**src/rtl/countdown_ctrl.sv**
```systemverilog
// Sequencing controller for the mm:ss countdown timer: owns the seconds-remaining
// register, the tick prescaler and the SET/PAUSE/RUN/EXPIRED state machine.
module countdown_ctrl #(
    parameter int TICK_DIV    = 100_000_000,
    parameter int ALARM_TICKS = 5
) (
    input  logic        clk,
    input  logic        reset,
    input  logic        mode,
    input  logic        start_pause,
    input  logic        min_plus,
    input  logic        sec_plus,
    output logic [11:0] value,
    output logic [15:0] bcd,
    output logic        running,
    output logic        stop,
    output logic        alarm
);

    localparam int PW = $clog2(TICK_DIV);
    localparam int AW = (ALARM_TICKS > 1) ? $clog2(ALARM_TICKS) : 1;

    localparam logic [PW-1:0] PRESC_LAST = PW'(TICK_DIV - 1);
    localparam logic [AW-1:0] ALARM_LAST = AW'(ALARM_TICKS - 1);

    localparam logic [1:0] ST_SET     = 2'd0;
    localparam logic [1:0] ST_PAUSE   = 2'd1;
    localparam logic [1:0] ST_RUN     = 2'd2;
    localparam logic [1:0] ST_EXPIRED = 2'd3;

    logic [1:0]    state_reg, state_next;
    logic [11:0]   value_reg, value_next;
    logic [PW-1:0] presc_reg, presc_next;
    logic [AW-1:0] alarm_cnt_reg, alarm_cnt_next;
    logic          alarm_reg, alarm_next;
    logic          running_reg;
    logic          stop_reg;

    logic          timed;
    logic          tick;
    logic [12:0]   sum_raw;
    logic [11:0]   value_add;
    logic [11:0]   value_dec;

    assign timed = (state_reg == ST_RUN) || (state_reg == ST_EXPIRED);
    assign tick  = timed && (presc_reg == PRESC_LAST);

    // Modulo-3600 add: the largest sum is 3599 + 61, so one subtract suffices.
    always_comb begin
        sum_raw   = {1'b0, value_reg}
                  + (min_plus ? 13'd60 : 13'd0)
                  + (sec_plus ? 13'd1  : 13'd0);
        value_add = (sum_raw >= 13'd3600) ? 12'(sum_raw - 13'd3600) : sum_raw[11:0];
        value_dec = (value_reg != 12'd0) ? value_reg - 12'd1 : 12'd0;
    end

    always_comb begin
        state_next     = state_reg;
        value_next     = value_reg;
        presc_next     = '0;
        alarm_next     = alarm_reg;
        alarm_cnt_next = alarm_cnt_reg;

        if (!mode) begin
            state_next     = ST_SET;
            alarm_next     = 1'b0;
            alarm_cnt_next = '0;
            if (state_reg != ST_SET) begin
                value_next = 12'd0;
            end else begin
                value_next = value_add;
            end
        end else begin
            case (state_reg)
                ST_SET: begin
                    state_next = ST_PAUSE;
                end
                ST_PAUSE: begin
                    if (start_pause && (value_reg != 12'd0)) begin
                        state_next = ST_RUN;
                    end
                end
                ST_RUN: begin
                    // A tick wins the decrement even when start_pause coincides.
                    if (tick) begin
                        value_next = value_dec;
                        if (value_dec == 12'd0) begin
                            state_next     = ST_EXPIRED;
                            alarm_next     = 1'b1;
                            alarm_cnt_next = '0;
                        end else if (start_pause) begin
                            state_next = ST_PAUSE;
                        end
                    end else if (start_pause) begin
                        state_next = ST_PAUSE;
                    end else begin
                        presc_next = presc_reg + PW'(1);
                    end
                end
                default: begin
                    if (start_pause) begin
                        state_next     = ST_PAUSE;
                        alarm_next     = 1'b0;
                        alarm_cnt_next = '0;
                    end else begin
                        presc_next = tick ? '0 : presc_reg + PW'(1);
                        if (tick && alarm_reg) begin
                            if (alarm_cnt_reg == ALARM_LAST) begin
                                alarm_next = 1'b0;
                            end else begin
                                alarm_cnt_next = alarm_cnt_reg + AW'(1);
                            end
                        end
                    end
                end
            endcase
        end
    end

    always_ff @(posedge clk) begin
        if (reset) begin
            state_reg     <= ST_SET;
            value_reg     <= 12'd0;
            presc_reg     <= '0;
            alarm_cnt_reg <= '0;
            alarm_reg     <= 1'b0;
            running_reg   <= 1'b0;
            stop_reg      <= 1'b0;
        end else begin
            state_reg     <= state_next;
            value_reg     <= value_next;
            presc_reg     <= presc_next;
            alarm_cnt_reg <= alarm_cnt_next;
            alarm_reg     <= alarm_next;
            running_reg   <= (state_next == ST_RUN);
            stop_reg      <= (state_next == ST_EXPIRED);
        end
    end

    assign value   = value_reg;
    assign running = running_reg;
    assign stop    = stop_reg;
    assign alarm   = alarm_reg;

    // Minutes tens = value/600 because minutes never exceed 59.
    assign bcd[15:12] = 4'(value_reg / 12'd600);
    assign bcd[11:8]  = 4'((value_reg / 12'd60) % 12'd10);
    assign bcd[7:4]   = 4'((value_reg % 12'd60) / 12'd10);
    assign bcd[3:0]   = 4'(value_reg % 12'd10);

endmodule
```
**config.mk**
```make
export PLATFORM = sky130hd
export DESIGN_NAME = countdown_ctrl
export DESIGN_NICKNAME = d
export VERILOG_FILES = /design/src/rtl/countdown_ctrl.sv
export SDC_FILE = /design/constraint.sdc
export NUM_CORES = 1
export LEC_CHECK = 0
export CORE_AREA = 2 2 117 119
export CTS_BUF_LIST = sky130_fd_sc_hd__clkbuf_2
export DETAILED_ROUTE_END_ITERATION = 12
export DIE_AREA = 0 0 119 121
export PLACE_DENSITY = 0.66
export SETUP_SLACK_MARGIN = 0.15
export SLEW_MARGIN = 20
export SYNTH_ARGS = -nofsm -noshare
export SYNTH_HDL_FRONTEND = slang
export SYNTH_SLANG_ARGS = --single-unit
```
**constraint.sdc**
```tcl
create_clock -name clk -period 7.25 [get_ports clk]
set_clock_uncertainty 0.05 [all_clocks]
set_input_delay 1.0875 -clock clk [delete_from_list [all_inputs] [get_ports clk]]
set_output_delay 1.0875 -clock clk [all_outputs]
set_load 0.02 [all_outputs]
```
==> results by group <==
Outcome
  – Status: finished clean

Final layout
  – Finished Layout Cells: 902
  – Layout cells sized above 1: 10.33%
  – Largest register FFs: 27
  – Fillers: 1,350
  – Layout area overhead: 11.87%
  – Final #Nets: 751
  – Most used cells in the layout excluding fill and tap cells: 87 x nor2_1, 55 x nand2_1, 46 x a21oi_1, 41 x dfxtp_1
  – Most common cell after layout, fill and taps aside: nor2_1
  – Antenna fix cells: 0
  – Register Area: 963.4 sq um
  – Multi-input logic area: 3884 sq um

Placement
  – Dpl cells: 894
  – Routability congestion estimate from global placement: 0.9436
  – IO Port Bufs: 34
  – Detailed Place HPWL: 10,680 microns

Die
  – Num rows: 42
  – # IOs: 37
  – Initial Util: 39.08%
  – Die Wd: 119 microns
  – Die Y: 121 microns
  – Core area: 13,090 sq um
  – Die ar.: 14,400 sq um

Hold path
  – Hold Path Class: flop to flop

Global route
  – Met1 Use GR: 26.13%
  – Total GRT Usage: 19.26%
  – First-pass GRT wire length: 23,510 microns
  – Grt met2 use: 31.68%
  – Layer with the highest usage: met2
  – Pin count of the biggest net entering global routing: 27
  – Vias in the first global route: 4,854
  – GR Util met3: 2.538%
  – Initial antenna violation count: 0
  – Grt total ovfl: 0

Critical path
  – WS Path Type: flop to output pin
  – Crit Path Max Fanout: 16
  – Req. time, crit path: 6.11 ns
  – Critical path endpoint category: output pin
  – Worst path arrival time: 5.57 ns
  – WP buf/inv: 2
  – CP top delay family: simple AND/OR/NAND/NOR gates
  – Critical-path cell list: buf_4 > nor3b_1 > a21oi_1 > o211a_2 > o32a_1 > o31a_1 > or3_1 > o22a_4 > nor3_4 > and2_1 > nor2_1 > ha_1 > mux2_2 > nand2_1 > a21oi_1 > nand2_1 > nand4_2 > xnor2_2 > ha_1 > or3b_1 > o21ai_1 > dlymetal6s2s_1
  – Crit path max-delay cell type: dfxtp_4
  – Critical path launch point type: flop
  – CP peak stage delay: 0.48 ns

Run
  – Max-cap violations: 0

Synthesis
  – Netlist cell types: 97
  – Synthesis-stage register bit count: 47
  – Syn Std Cell Area: 5114 sq um
  – Async set or reset register ratio after synthesis: 0%
  – YS warnings: 0
  – Post-Syn Instances: 705
  – Mean Syn Cell Area: 7.253 sq um
  – Seq/Total Area, Yosys: 18.40%
  – Ys flop type: dfxtp_1
  – Post-synth EDFFs: 0

Timing
  – Final number of hold-violating endpoints: 0
  – Final Max Slew Viols: 0
  – TNS Setup: 0 ns
  – Final setup vio count: 0
  – Fmax: 149.0 MHz
  – Final Cycle Share: 92.55%
  – Rel. slew slack: 46.29%
  – Worst-Margin Slew: 0.8037 ns
  – RSZ-0062 raised after global routing: false
  – Final min period: 6.710 ns

Power and ir drop
  – Pwr Density: 214.5 nW/um^2
  – Worst VDD drop: 0.08176 mV
  – Lkg Pwr: 2.055 nW

Route
  – Pre-Repair DR Iteration Count: 6
  – Detailed-route DRC error count: 0
  – DR WL/cell: 15.72 microns
  – Routed via count: 5,359
  – Routed wire length: 14,180 microns
  – Vias per std cell: 5.941
  – Antenna-violating nets left: 0
  – Iter 0 DRT Violations: 537

Clock network
  – CTS tree: built
  – Clk buf depth: 2
  – Latest clock arrival within the worst-skew pair: 0.45 ns
  – CTS Hold Bufs: 0
  – Root buf cell: clkbuf_2
  – Setup Buffers After CTS: 0
  – Clock Sinks: 47
  – Num CTS Buffers: 5
  – H-tree level count: 2
  – Clock-pin slew on the worst setup and hold paths: 0.28 ns
routing by layer:
layer	share of wire (%)	up-vias
met4	2.2	0
met3	4.1	27
li1	-	2635
met2	47	160
met5	0	-
met1	46	2537
final cells by class:
| cell class | instances | area share, % |
|---|---|---|
| tap | 176 | 3.850 |
| clock buffer | 6 | 0.5249 |
| timing repair buffer | 54 | 8.705 |
| clock inverter | 2 | 0.2843 |
| inverter | 29 | 1.903 |
| multi-input combinational | 588 | 67.89 |
| sequential | 47 | 16.84 |
synth_stat cells, types with 14 or more instances:
| cell type | number | share of area (%) |
|---|---|---|
| a31oi_1 | 14 | 1.7 |
| nor3_1 | 23 | 2.3 |
| a21oi_1 | 46 | 4.5 |
| inv_1 | 25 | 1.8 |
| xnor2_1 | 31 | 5.3 |
| dfxtp_1 | 47 | 18 |
| ha_1 | 20 | 4.9 |
| nand2_1 | 55 | 4.0 |
| xor2_1 | 21 | 3.6 |
| o21ai_0 | 36 | 3.5 |
| nor2_1 | 87 | 6.4 |
| nand3_1 | 36 | 3.5 |
| clkbuf_1 | 23 | 1.7 |
| and3_1 | 14 | 1.7 |
final timing paths:
kind	cells past startpoint	slack, ns	start	to
worst max register to register	14	3.06	value[2]	value[9]
worst max-delay path	22	0.54	value[6]	bcd[11]
worst min register to register	1	0.43	presc_reg[0]	presc_reg[0]
worst min-delay path	1	0.43	presc_reg[0]	presc_reg[0]
worst register-to-register path: stages, from the launching register on:
cell	delay, ns
dfxtp_1	0.86
ha_1	0.40
a31oi_1	0.29
o21bai_1	0.10
a21o_1	0.21
xnor2_1	0.32
ha_1	0.21
nand4_1	0.12
o2111ai_1	0.25
a22oi_1	0.09
nor2_1	0.45
nand2_1	0.14
xnor2_1	0.15
o32a_1	0.18
a211oi_1	0.27
power breakdown:
| part | switching (W) | internal [W] |
|---|---|---|
| sequential | 0.0000279 | 0.000267 |
| combinational | 0.000468 | 0.000342 |
| clock | 0.0000946 | 0.0000266 |
| total | 0.000591 | 0.000636 |
per-stage QoR:
step                power [W]  setup WS, ns  hold slack (ns)  area, sq um  util [%]
floorplan           0.0008560         1.453           0.3632         5117         -
global placement     0.001082        0.5737           0.3739         5615     42.91
detailed placement   0.001092        0.4678           0.3840         5615     42.91
CTS                  0.001218        0.1723           0.4166         5672     43.34
global route         0.001317        0.1764           0.4273         5720     43.72
finish               0.001227        0.5400           0.4273         5720     43.72
cell families (layout without fill, tap and decap cells):
family / after synthesis / count (layout) / share of synthesized area (%)
AOI/OAI and AO/OA: 207 / 207 / 28.82
xor gates and xnor gates: 52 / 52 / 8.906
adders and majority gates: 24 / 24 / 5.701
buffers and inverters: 71 / 91 / 6.288
DFF: 47 / 47 / 18.40
muxes: 10 / 10 / 2.349
other: 1 / 2 / 0.07333
and+or+nand+nor: 293 / 293 / 29.46
repair_timing:
action,CTS,global route
pin swaps,0,0
resized for setup,7,12
setup endpoints to repair,3,3
No activity file was read; power rests on OpenSTA's default activity.
